[src/rtl/score_display.sv]
// score_display: score stage of the snake game's video path.
//
// Keeps a saturating 4-digit BCD score and renders it as four glyphs fetched
// from the digit-sprite RAM (glyphs 0-9 stored back to back, DIGIT_W*DIGIT_H
// pixels each). A copy of the score is latched at frame_start so a frame never
// shows a half-updated number. Pixel path latency is 3 clocks, one pixel per
// clock:
//   edge 1: region decode -> sram_addr_o / sram_en_o
//   edge 2: RAM registers sram_data_i, hit flag advances
//   edge 3: pix_hit_o / pix_color_o
//
// Ports:
//   clk_i          pixel clock
//   reset_i        synchronous, active-high reset
//   score_inc_i    one-cycle pulse, score += 1 (saturates at 9999)
//   score_clr_i    one-cycle pulse, score = 0 (wins over score_inc_i)
//   frame_start_i  one-cycle pulse at vsync, latches the display copy
//   pix_x_i        current pixel column
//   pix_y_i        current pixel row
//   pix_valid_i    pix_x_i/pix_y_i are in the visible area
//   sram_addr_o    registered sprite RAM address
//   sram_en_o      registered sprite RAM enable
//   sram_data_i    sprite RAM read data, registered one cycle after sram_addr_o
//   score_bcd_o    live score, [15:12] is the most significant digit
//   pix_hit_o      output pixel is an opaque score pixel
//   pix_color_o    output pixel colour, 0 when pix_hit_o is low
module score_display #(
   parameter int unsigned            DATA_WIDTH  = 8,
   parameter int unsigned            ADDR_WIDTH  = 16,
   parameter int unsigned            DIGIT_W     = 16,
   parameter int unsigned            DIGIT_H     = 24,
   parameter int unsigned            ORIG_X      = 560,
   parameter int unsigned            ORIG_Y      = 8,
   parameter logic [DATA_WIDTH-1:0]  TRANSPARENT = '0
) (
   input  logic                  clk_i,
   input  logic                  reset_i,
   input  logic                  score_inc_i,
   input  logic                  score_clr_i,
   input  logic                  frame_start_i,
   input  logic [9:0]            pix_x_i,
   input  logic [9:0]            pix_y_i,
   input  logic                  pix_valid_i,
   output logic [ADDR_WIDTH-1:0] sram_addr_o,
   output logic                  sram_en_o,
   input  logic [DATA_WIDTH-1:0] sram_data_i,
   output logic [15:0]           score_bcd_o,
   output logic                  pix_hit_o,
   output logic [DATA_WIDTH-1:0] pix_color_o
);

   localparam int unsigned DigShift  = $clog2(DIGIT_W);
   localparam int unsigned GlyphSize = DIGIT_W * DIGIT_H;
   localparam int unsigned FieldW    = 4 * DIGIT_W;

   // ---------------------------------------------------------------------------
   // Score counter and display copy
   // ---------------------------------------------------------------------------
   logic [15:0] score_q, score_d;
   logic [15:0] disp_q;

   // BCD +1 with carry rippling through all four digits.
   function automatic logic [15:0] bcd_inc(input logic [15:0] v);
      logic [15:0] r;
      logic        carry;
      r     = v;
      carry = 1'b1;
      for (int i = 0; i < 4; i++) begin
         if (carry) begin
            if (r[4*i +: 4] == 4'd9) begin
               r[4*i +: 4] = 4'd0;
            end else begin
               r[4*i +: 4] = r[4*i +: 4] + 4'd1;
               carry       = 1'b0;
            end
         end
      end
      return r;
   endfunction

   always_comb begin
      score_d = score_q;
      if (score_clr_i) begin
         score_d = 16'h0000;
      end else if (score_inc_i && (score_q != 16'h9999)) begin
         score_d = bcd_inc(score_q);
      end
   end

   always_ff @(posedge clk_i) begin
      if (reset_i) begin
         score_q <= 16'h0000;
         disp_q  <= 16'h0000;
      end else begin
         score_q <= score_d;
         // Samples score_q, so a coincident increment is not yet visible.
         if (frame_start_i) begin
            disp_q <= score_q;
         end
      end
   end

   assign score_bcd_o = score_q;

   // ---------------------------------------------------------------------------
   // Stage 1: region decode, digit select, blanking, address
   // ---------------------------------------------------------------------------
   logic [31:0]           px, py, dx, dy, col;
   logic [1:0]            slot;
   logic [3:0]            digit;
   logic                  in_field;
   logic                  blank;
   logic [ADDR_WIDTH-1:0] addr_d;

   always_comb begin
      px  = 32'(pix_x_i);
      py  = 32'(pix_y_i);
      dx  = px - ORIG_X;
      dy  = py - ORIG_Y;
      col = dx & (DIGIT_W - 1);

      in_field = pix_valid_i &&
                 (px >= ORIG_X) && (px < ORIG_X + FieldW) &&
                 (py >= ORIG_Y) && (py < ORIG_Y + DIGIT_H);

      // Slot 0 is the leftmost, most-significant digit.
      slot = dx[DigShift +: 2];

      // A slot blanks when it and every more-significant digit are zero;
      // the units slot always shows.
      digit = 4'd0;
      blank = 1'b0;
      case (slot)
         2'd0: begin
            digit = disp_q[15:12];
            blank = (disp_q[15:12] == 4'd0);
         end
         2'd1: begin
            digit = disp_q[11:8];
            blank = (disp_q[15:8] == 8'd0);
         end
         2'd2: begin
            digit = disp_q[7:4];
            blank = (disp_q[15:4] == 12'd0);
         end
         default: begin
            digit = disp_q[3:0];
            blank = 1'b0;
         end
      endcase

      addr_d = ADDR_WIDTH'(32'(digit) * GlyphSize + dy * DIGIT_W + col);
   end

   // ---------------------------------------------------------------------------
   // Pipeline registers
   // ---------------------------------------------------------------------------
   logic [ADDR_WIDTH-1:0] sram_addr_q;
   logic                  sram_en_q;
   logic                  hit_d2_q;
   logic                  pix_hit_q;
   logic [DATA_WIDTH-1:0] pix_color_q;
   logic                  opaque;

   assign opaque = hit_d2_q && (sram_data_i != TRANSPARENT);

   always_ff @(posedge clk_i) begin
      if (reset_i) begin
         sram_addr_q <= '0;
         sram_en_q   <= 1'b0;
         hit_d2_q    <= 1'b0;
         pix_hit_q   <= 1'b0;
         pix_color_q <= '0;
      end else begin
         // Address holds outside the field to avoid needless RAM toggling.
         if (in_field) begin
            sram_addr_q <= addr_d;
         end
         // sram_en_q doubles as the first stage of the hit-flag pipeline.
         sram_en_q   <= in_field && !blank;
         hit_d2_q    <= sram_en_q;
         pix_hit_q   <= opaque;
         pix_color_q <= opaque ? sram_data_i : '0;
      end
   end

   assign sram_addr_o = sram_addr_q;
   assign sram_en_o   = sram_en_q;
   assign pix_hit_o   = pix_hit_q;
   assign pix_color_o = pix_color_q;

endmodule

[config.mk]
export PLATFORM = sky130hd
export DESIGN_NAME = score_display
export DESIGN_NICKNAME = d
export VERILOG_FILES = /design/src/rtl/score_display.sv
export SDC_FILE = /design/constraint.sdc
export NUM_CORES = 1
export LEC_CHECK = 0
export CORE_MARGIN = 2
export CORE_UTILIZATION = 53
export CTS_CLUSTER_DIAMETER = 150
export CTS_CLUSTER_SIZE = 10
export DETAILED_ROUTE_END_ITERATION = 8
export PLACE_DENSITY = 0.86
export REMOVE_ABC_BUFFERS = 1
export SETUP_SLACK_MARGIN = 0.2
export SLEW_MARGIN = 20
export SYNTH_ARGS = -nofsm -noshare
export SYNTH_HDL_FRONTEND = slang
export SYNTH_SLANG_ARGS = --single-unit
[constraint.sdc]
create_clock -name clk_i -period 9.5 [get_ports clk_i]
set_clock_uncertainty 0.05 [all_clocks]
set_input_delay 1.9 -clock clk_i [delete_from_list [all_inputs] [get_ports clk_i]]
set_output_delay 1.9 -clock clk_i [all_outputs]
set_load 0.02 [all_outputs]
# After elaboration in Yosys (flattened, before gate mapping)
# Index checks and enable logic that the tools add are counted.
dict set report word_totals {
  latchBits 0
  elab_cells 66
  register_bits 59
  output_inout_bits 42
  ram_bits 0
  n_memories 0
  romBits 0
}
dict set report classes {
  shifts 0
  bitwise_logic 1
  n_div 0
  eq_ne 7
  mux 17
  multipliers 1
  n_lt_le_gt_ge 4
  n_reduce_logical 18
  n_addsub 8
}
# cell n
set ops {}
lappend ops {{adder 14 x 15 -> 16 bit} 1}
lappend ops {{adder 16 x 5 -> 16 bit} 1}
lappend ops {{adder 4 x 1 -> 4 bit, second input constant} 4}
lappend ops {{equality test 4 bit, second input constant} 4}
lappend ops {{2-to-1 mux 4 bit} 4}
lappend ops {{inequality test 16 bit, second input constant} 1}
lappend ops {{zero test 12 bit} 1}
lappend ops {{one-hot mux 4 bit (3 select lines)} 1}
lappend ops {{2-to-1 mux 1 bit} 11}
lappend ops {{subtractor 10 x 4 -> 11 bit, second input constant} 1}
lappend ops {{greater-or-equal comparator 10 bit, second input constant} 1}
lappend ops {{greater-or-equal comparator 10 x 4 -> 1 bit, second input constant} 1}
lappend ops {{less-than comparator 10 bit, second input constant} 1}
lappend ops {{less-than comparator 10 x 6 -> 1 bit, second input constant} 1}
lappend ops {{zero test 8 bit} 1}
lappend ops {{nonzero test 8 bit} 1}
lappend ops {{logical AND 1 bit} 7}
lappend ops {{multiplier 4 x 2 -> 6 bit, second input constant} 1}
lappend ops {{AND reduction 2 bit} 3}
lappend ops {{subtractor 6 bit, second input constant} 1}
lappend ops {{zero test 4 bit} 1}
lappend ops {{OR reduction 2 bit} 2}
lappend ops {{one-hot mux 1 bit (3 select lines)} 1}
lappend ops {{equality test 2 x 1 -> 1 bit, second input constant} 1}
lappend ops {{other kinds (4)} 4}

# Logic depth before layout (Yosys ltp)
# Gate-level depths: netlist of the first run.
dict set report depth {
  ltp_word 11
  ltp_mapped 13
}

# Least setup slack after synthesis of the first run
# Ideal clock, no wire load.
dict set report synth_timing {
  path_type {input-to-reg}
  startpoint {input port pix_x_i[4]}
  endpoint {register sram_addr_q[13], in the netlist sram_addr_o[13]}
  n_path_buf 1
  arrival_time_ps 4394
  setup_ps 119
  stages 12
  slack_ps 4937
  cell_sequence {buf_2 > mux4_2 > ha_1 > inv_1 > fa_1 > inv_1 > ha_1 > a211oi_1 > o21bai_1 > a21oi_1 > xnor2_1 > a21oi_1}
}
dict set report synth_between {
  elab_chain_len 6
  elab_cells_between_ends 14
}
# item line
set synth_lines {}
lappend synth_lines {{start, declared} 41} ;# input logic [9:0] pix_x_i,
lappend synth_lines {{subtractor 6 bit} 118} ;# dx = px - ORIG_X;
lappend synth_lines {{equality test 2 bit (tied with other cells)} 133} ;# case (slot)
lappend synth_lines {{one-hot mux 4 bit (3 select lines)} 133}
lappend synth_lines {{multiplier 4 x 2 -> 6 bit} 152} ;# addr_d = ADDR_WIDTH'(32'(digit) * GlyphSize + dy * DIGIT_W + col);
lappend synth_lines {{adder 14 x 15 -> 16 bit} 152}
lappend synth_lines {{adder 16 x 5 -> 16 bit} 152}
lappend synth_lines {{end signal, assigned} 177} ;# sram_addr_q <= addr_d;
lappend synth_lines {{end, declared} 158} ;# logic [ADDR_WIDTH-1:0] sram_addr_q;
# Parallel ways exist; a longest one is shown, timed or not.
# A chain may end at the register's enable or synchronous reset.

# Final worst setup path of the first run
# Same ends and word-level chain as after synthesis.

==> results of run 1 <==
[state kept, by name (all words and copies together), names as in the netlist]
| register | flops |
|---|---|
| disp_q | 16 |
| hit_d2_q | 1 |
| pix_color_o | 8 |
| sram_en_o | 1 |
| pix_hit_o | 1 |
| sram_addr_o | 16 |
| score_bcd_o | 16 |
[routing by layer]
metal / part of all wire, % / GRT usage, % / vias to the layer above / wire length [um]
met3: 5.9 / 5.75 / 13 / 393
met4: 2.1 / 13.7 / 0 / 138
met2: 49 / 39.0 / 84 / 3270
met1: 43 / 27.0 / 1208 / 2890
li1: - / - / 1275 / -
met5: 0 / 0 / - / 0
[per-stage QoR]
step	instance area (um^2)	util, %	hold WS [ns]	std cells
floorplan	2870	-	0.405	304
global placement	3710	68.3	0.392	452
detailed placement	3710	68.3	0.397	452
CTS	3940	72.4	0.404	468
global route	3940	72.4	0.428	468
finish	3940	72.4	0.400	468
[worst max path at each step]
stage / startpoint / endpoint / slack (ns) / depth (start not counted)
global placement: pix_x_i[4] / sram_addr_o[13] / 4.30 / 12
detailed placement: pix_x_i[4] / sram_addr_o[13] / 4.17 / 12
CTS: pix_x_i[4] / sram_addr_o[13] / 4.52 / 12
finish: pix_x_i[4] / sram_addr_o[13] / 4.53 / 12
global route: pix_x_i[4] / sram_addr_o[13] / 4.29 / 12
floorplan: pix_x_i[4] / sram_addr_o[13] / 5.12 / 11
[power by group through the flow]
stage                     Combinational, W  Clock, W  Sequential [W]
after floorplan                  0.0000147         0        0.000254
after global placement           0.0000387         0        0.000254
after detailed placement         0.0000392         0        0.000254
after CTS                        0.0000398  0.000260        0.000248
after global routing             0.0000429  0.000273        0.000248
final                            0.0000396  0.000256        0.000248
[worst max-delay path, cell delays in order]
cell	delay, ns
clkdlybuf4s50_1	0.64
mux4_2	0.59
ha_1	0.24
inv_1	0.07
fa_1	0.40
inv_1	0.07
ha_1	0.27
a211oi_1	0.34
o21bai_1	0.13
a21oi_1	0.22
xnor2_1	0.15
a21oi_1	0.09
[layout make-up]
type                       instances  area share [%]
inverter                          12            1.14
clock inverter                     7            2.54
clock buffer                       9            3.15
tap                               72            2.29
sequential                        59            30.0
multi-input combinational        233            41.6
timing repair buffer              76            19.3
[kinds of logic (layout without fill, tap and decap cells)]
logic type | after synthesis | in the layout
AND/OR/NAND/NOR | 119 | 119
AO/OA/AOI/OAI | 61 | 61
flip-flops | 59 | 59
multiplexers | 23 | 23
adder cells (fa/ha/maj) | 14 | 14
XOR/XNOR | 16 | 16
buffers and inverters | 24 | 104
[cell usage in the layout, fill, tap and decap left out, types with 3 or more instances in the layout]
| cell type | count |
|---|---|
| nand3_1 | 5 |
| o211ai_1 | 3 |
| xor2_1 | 9 |
| o21bai_1 | 3 |
| clkinv_4 | 3 |
| a21o_1 | 4 |
| nor3_1 | 9 |
| xnor2_1 | 7 |
| clkdlybuf4s50_1 | 75 |
| inv_1 | 12 |
| a21oi_2 | 3 |
| mux2i_1 | 19 |
| mux4_2 | 4 |
| a21oi_1 | 22 |
| nor2b_1 | 6 |
| and2_1 | 8 |
| nand2_1 | 33 |
| clkbuf_8 | 9 |
| dfxtp_1 | 59 |
| nor4_1 | 4 |
| o21ai_0 | 9 |
| nor2_1 | 36 |
| nor3b_1 | 3 |
| ha_1 | 12 |
| a211o_1 | 3 |
==> flow_summary.toml, run 1 <==
[hold_path]
holdPathStages = 2
hold_start = "sram_addr_o[15]"
hp-class = "reg -> reg"
hold_end = "sram_addr_o[15]"

[power_and_ir_drop]
peakVddDrop_mv = 0.0978
p_int_w = 0.000418
comb_power_share_pct = 7.3
total_power_w = 0.000544
p_leak_nw = 1.51
clockPowerShare_pct = 47.1
switchingPower_w = 0.000126
swShare_pct = 23.2
p_per_area_nw_per_um2 = 138
pwr-share-seq_pct = 45.6

[synth]
yosys-top-cells-area = "dfxtp_1 (40%), mux2i_1 (6.5%), ha_1 (5.1%)"
synth-simple-area-share_pct = 20.5
synth_top_area_cell = "dfxtp_1"
yosysUniqueCellTypes = 53
synthFlopType = "dfxtp_1"
synthXorXnorAreaFrac_pct = 4.77
synth_top_area_share_pct = 40.2
ys_warn_count = 0
synth_seq_cells = 59
synth_top_family_by_area = "simple AND/OR/NAND/NOR gates"
synthAdderAreaFrac_pct = 6.47
ys_seq_area_share_pct = 40.2
syn_avg_cell_area_um2 = 9.30
synth-edff-count = 0
syn_inst = 316
ys_async_sr_fraction_pct = 0
synth_compound_gate_area_share_pct = 14.5
synth.most_common_cell = "dfxtp_1"
synth.cell_area_um2 = 2940
muxShareOfSynthArea_pct = 9.54
synth_common_cells = "dfxtp_1 (59), nor2_1 (36), nand2_1 (33)"

[critical_path]
end_kind = "flip-flop"
r2r-end = "sram_addr_o[13]"
cp.arrival_ns = 5.12
rr_startpoint = "disp_q[13]"
crit_path_max_fanout = 6
worstRegToRegCells = 11
crit_type = "in -> reg"
r2r_setup_slack_ns = 6.46
critPathRequiredTime_ns = 9.66
cp-start-kind = "input port"

[layout]
antenna_cells = 0
fill_cells = 433
areaGrowthSynthToFinish_pct = 34.0
regArea_um2 = 1180
multi_input_area_um2 = 1640
nNetsFinal = 439
drive_gt1_share_pct = 7.83

[sta]
slew_headroom_pct = 37.7
setup_viol = 0
finalHoldViolations = 0
finalSetupTns_ns = 0
drv_slew = 0
period_share_pct = 52.3
worst_slack_ns = 4.53
tightest_slew_ns = 0.932
rsz0062_at_grt = "false"
min_period_ns = 4.97
clock.fmax_mhz = 201

[floorplan]
rows = 27
initial_core_util_pct = 54.0
io_pins = 76
die-height_um = 78.5
core_area_um2 = 5440
dieArea_um2 = 6150
die_w_um = 78.5

[global_route]
track_usage_pct = 23.3
grt_pass1_vias = 2464
grt_overflow_total = 0
grt_max_degree = 38
antenna_found_initial = 0
grt_pass1_wl_mm = 11.1

[route]
ant_nets = 0
wl_per_cell_um = 14.3
drt_wl_total_mm = 6.69
routed_via_density = 5.51
drc_errors = 0
drt_iter0_markers = 72
firstDrtPassIters = 4
num_vias = 2580

[flow_run]
max_cap_viol_count = 0

[clock_network]
cts_max_path_buffers = 2
post-cts-setup-buffers = 0
cts_num_sinks = 59
htree_levels = 3
clock_latency_ns = 0.35
cts_tree = "done"
cts_hold_buf = 0
root_buffer = "clkbuf_8"
clk_pin_slew_ns = 0.07
cts_resized = 0
cts_inserted_buffers = 9

[placed_design]
place.gp.congestion = 0.833
dp_worst_setup_slack_ns = 4.17
hpwl_mm = 4.86
io_buffers = 75

[run_status]
status = "finished, final reports clean"
No activity file was read; power rests on OpenSTA's default activity.
==> inputs of run 2 (changes only) <==
Settings changed: CORE_UTILIZATION 53 to 44, PLACE_DENSITY 0.86 to 0.76.
Clock period 9.5 ns to 4.4 ns, I/O delays scaled along.
==> run 2 against run 1 <==
  * Total power rose by 110%
  * Routed wire length fell by 0.45%
  * Sequential power rose by 120%
  * First-iteration DRC count rose by 26%
  * Hold slack improved by 0.0030 ns
  * Worst setup slack got worse by 4.1 ns
  * Critical path depth did not move
  * Largest cell class unchanged
  * Largest power group is now registers
  * Highest routed layer unchanged
==> flow_summary.toml, run 2 (synthesis gave the netlist of run 1 again) <==
[critical_path]
crit_path_max_fanout = 6
cp.arrival_ns = 4.11
r2r_setup_slack_ns = 1.36
crit_start = "pix_x_i[4]"
crit_type = "in -> reg"
critPathRequiredTime_ns = 4.53
critical_path.endpoint = "sram_addr_o[13]"
worstRegToRegCells = 11
end_kind = "flip-flop"
r2r-end = "sram_addr_o[13]"
rr_startpoint = "disp_q[13]"
cp-start-kind = "input port"

[clock_network]
cts_max_path_buffers = 2
cts_resized = 0
root_buffer = "clkbuf_8"
cts_num_sinks = 59
clock_latency_ns = 0.33
htree_levels = 3
post-cts-setup-buffers = 0
cts_inserted_buffers = 9
cts_tree = "done"
clk_pin_slew_ns = 0.07
cts_hold_buf = 0

[global_route]
grt_pass1_wl_mm = 11.0
grt_overflow_total = 0
track_usage_pct = 18.9
antenna_found_initial = 0
grt_max_degree = 24
grt_pass1_vias = 2434

[run_status]
status = "finished, final reports clean"

[placed_design]
hpwl_mm = 5.03
place.gp.congestion = 0.883
io_buffers = 75

[layout]
areaGrowthSynthToFinish_pct = 33.9
regArea_um2 = 1180
nNetsFinal = 439
drive_gt1_share_pct = 7.83
final_common_cell = "clkdlybuf4s50_1"
final_cell_mix = "clkdlybuf4s50_1 (75), dfxtp_1 (59), nor2_1 (36)"
multi_input_area_um2 = 1640
fin_util_pct = 61.6
antenna_cells = 0
fill_cells = 551

[floorplan]
dieArea_um2 = 7350
die_w_um = 85.7
core_area_um2 = 6390
die-height_um = 85.7
initial_core_util_pct = 46.0
io_pins = 76
rows = 29

[sta]
period_share_pct = 90.3
drv_slew = 0
rsz0062_at_grt = "false"
slew_headroom_pct = 37.1
setup_viol = 0
min_period_ns = 3.97
tightest_slew_ns = 0.941
whs_ns = 0.403
finalHoldViolations = 0
finalSetupTns_ns = 0
clock.fmax_mhz = 252

[route]
routed_via_density = 5.26
drt_wl_total_mm = 6.66
wl_met3_um = 384
num_vias = 2487
firstDrtPassIters = 4
routed.top_layer = "met4"
wl_per_cell_um = 14.1
routed-wl-met2_mm = 3.27
drc_errors = 0
met1_length_mm = 2.93
ant_nets = 0
drt_iter0_markers = 91

[hold_path]
hp-class = "reg -> reg"

[power_and_ir_drop]
peakVddDrop_mv = 0.228
p_leak_nw = 1.50
p_per_area_nw_per_um2 = 290

[flow_run]
max_cap_viol_count = 0
[run 2: changes by cell type in the layout (fill, tap and decap cells not counted), sizes merged]
cell	delta
clkinvlp	+1
inv	-1
clkbuf	+3
clkinv	-2
bufinv	-1
[run 2: power by group]
group	switching [W]	internal (W)	total, W
combinational	0.0000397	0.0000463	0.0000860
sequential	0.00000126	0.000535	0.000536
clock	0.000212	0.000306	0.000518
[run 2: area by class of cell]
type,instances,area share (%)
Clock buffer,12,4.20
Clock inverter,4,1.21
Inverter,12,1.15
Multi-Input combinational cell,233,41.7
Sequential cell,59,30.0
Tap cell,77,2.45
Timing Repair Buffer,76,19.3
[run 2: metrics by stage]
stage                     power (W)  setup slack, ns  area [um^2]  std cells
after global routing        0.00119            0.299         3930        473
after CTS                   0.00115            0.440         3930        473
after floorplan            0.000581             1.04         2870        304
after global placement     0.000633            0.212         3720        457
after detailed placement   0.000634           0.0821         3720        457
final                       0.00114            0.426         3930        473
[run 2: critical path: stages]
cell,delay (ns)
clkdlybuf4s50_1,0.66
mux4_2,0.59
ha_1,0.23
inv_1,0.07
fa_1,0.40
inv_1,0.06
ha_1,0.27
a211oi_1,0.33
o21bai_1,0.13
a21oi_1,0.25
xnor2_1,0.15
a21oi_1,0.09
[run 2: worst min-delay path by stage]
stage	cells after the start	slack, ns	startpoint	to
after floorplan	2	0.40	disp_q[0]	disp_q[0]
after global placement	2	0.39	sram_addr_o[0]	sram_addr_o[0]
after detailed placement	2	0.40	sram_addr_o[15]	sram_addr_o[15]
after CTS	2	0.40	sram_addr_o[15]	sram_addr_o[15]
after global routing	2	0.41	sram_addr_o[15]	sram_addr_o[15]
final	2	0.40	sram_addr_o[15]	sram_addr_o[15]
[run 2: routing by layer]
layer,up-vias,track usage (%)
met1,1134,21.8
met4,0,5.19
met3,10,6.45
met2,74,33.4
met5,-,0
li1,1269,-
==> inputs of run 3 (changes only) <==
Settings changed: CORE_MARGIN 2 to unset, CTS_CLUSTER_SIZE 10 to 25, RECOVER_POWER set to 25.
==> run 3 against run 2 <==
  * Clock power grew 17%
  * Critical path depth is the same
  * Final area grew 0.64%
  * Flip-flop and latch count is the same
  * Via count grew 1.7%
  * Hold slack gained 0.0012 ns
  * Non-clock buffer count is the same
  * Total power grew 7.5%
  * Critical endpoint is now sram_addr_o[12]
  * Largest cell class unchanged
==> flow_summary.toml, run 3 (synthesis gave the netlist of run 1 again) <==
[route]
routed_via_density = 5.35
drc_errors = 0
wl_per_cell_um = 14.1
drt_wl_total_mm = 6.67
num_vias = 2529
firstDrtPassIters = 4
ant_nets = 0
drt_iter0_markers = 82

[clock_network]
post-cts-setup-buffers = 0
cts_max_path_buffers = 2
cts_inserted_buffers = 9
cts_tree = "done"
clk_pin_slew_ns = 0.07
cts_resized = 0
cts_num_sinks = 59
cts_hold_buf = 0
root_buffer = "clkbuf_8"
clock_latency_ns = 0.34
htree_levels = 3

[layout]
layout.cells.non_filler = 473
areaGrowthSynthToFinish_pct = 34.7
final_common_cell = "clkdlybuf4s50_1"
drive_gt1_share_pct = 7.07
fin_area_um2 = 3960
antenna_cells = 0
nNetsFinal = 439
final_cell_mix = "clkdlybuf4s50_1 (70), dfxtp_1 (59), nor2_1 (36)"

[global_route]
antenna_found_initial = 0
grt_overflow_total = 0
grt_pass1_wl_mm = 11.4
grt_max_degree = 24
track_usage_pct = 20.4
grt_pass1_vias = 2473

[critical_path]
end_kind = "flip-flop"
cp.arrival_ns = 4.03
cp-start-kind = "input port"
crit_start = "pix_x_i[4]"
critPathRequiredTime_ns = 4.53
critical_path.endpoint = "sram_addr_o[12]"
rr_startpoint = "disp_q[13]"
r2r-end = "sram_addr_o[12]"
r2r_setup_slack_ns = 1.42
crit_type = "in -> reg"
crit_path_max_fanout = 6
worstRegToRegCells = 11

[sta]
period_share_pct = 88.6
clock.fmax_mhz = 256
setup_viol = 0
drv_slew = 0
min_period_ns = 3.90
tightest_slew_ns = 1.11
whs_ns = 0.404
finalHoldViolations = 0
finalSetupTns_ns = 0
slew_headroom_pct = 26.0
rsz0062_at_grt = "false"

[power_and_ir_drop]
peakVddDrop_mv = 0.243
p_leak_nw = 1.52
total_power_w = 0.00123
p_per_area_nw_per_um2 = 310

[hold_path]
hold_start = "sram_addr_o[11]"
hp-class = "reg -> reg"

[placed_design]
placedCellCount = 457
hpwl_mm = 4.83
io_buffers = 75
place.gp.congestion = 0.847
placed_area_um2 = 3720

[flow_run]
max_cap_viol_count = 0

[floorplan]
rows = 29
initial_core_util_pct = 46.0
core_area_um2 = 6390
die-height_um = 83.7
die_w_um = 83.7
dieArea_um2 = 7010
io_pins = 76

[run_status]
status = "finished, final reports clean"
-- run 3: critical path, stage by stage --
cell,delay [ns]
clkdlybuf4s50_1,0.64
mux4_2,0.59
ha_1,0.24
inv_1,0.07
fa_1,0.40
inv_1,0.06
ha_1,0.27
o21ai_0,0.31
o21bai_1,0.12
a211o_1,0.31
nand3_1,0.08
a21oi_1,0.07
-- run 3: worst min-delay path by stage --
stage	to	slack (ns)	cells past startpoint
after global placement	sram_addr_o[10]	0.39	2
after global routing	sram_addr_o[5]	0.42	2
after CTS	sram_addr_o[11]	0.41	2
after floorplan	disp_q[0]	0.40	2
after detailed placement	sram_addr_o[11]	0.40	2
final	sram_addr_o[11]	0.40	2
-- run 3: area by class of cell --
type | instances | area, um^2
Multi-Input combinational cell | 233 | 1640
Inverter | 12 | 45.0
Clock inverter | 5 | 100
Clock buffer | 11 | 141
Timing Repair Buffer | 76 | 754
Fill cell | 566 | 2430
Sequential cell | 59 | 1180
Tap cell | 77 | 96.3
-- run 3: per-layer routing --
| metal | wire (um) | GRT usage [%] |
|---|---|---|
| met5 | 0 | 0 |
| met4 | 79 | 5.39 |
| met3 | 459 | 8.21 |
| met2 | 3220 | 34.7 |
| met1 | 2910 | 23.9 |
-- run 3: where the power goes --
part	leakage, nW	switching [W]	internal [W]
Sequential	0.475	0.00000125	0.000535
Combinational	0.922	0.0000397	0.0000450
Clock	0.123	0.000214	0.000390
Total	1.52	0.000255	0.000970
-- run 3: through the flow --
stage / setup WS [ns] / util (%)
2_1_floorplan: 1.04 / -
3_3_place_gp: 0.215 / 58.2
3_5_place_dp: 0.144 / 58.2
4_1_cts: 0.501 / 62.0
5_1_grt: 0.281 / 62.0
6_report: 0.501 / 62.0
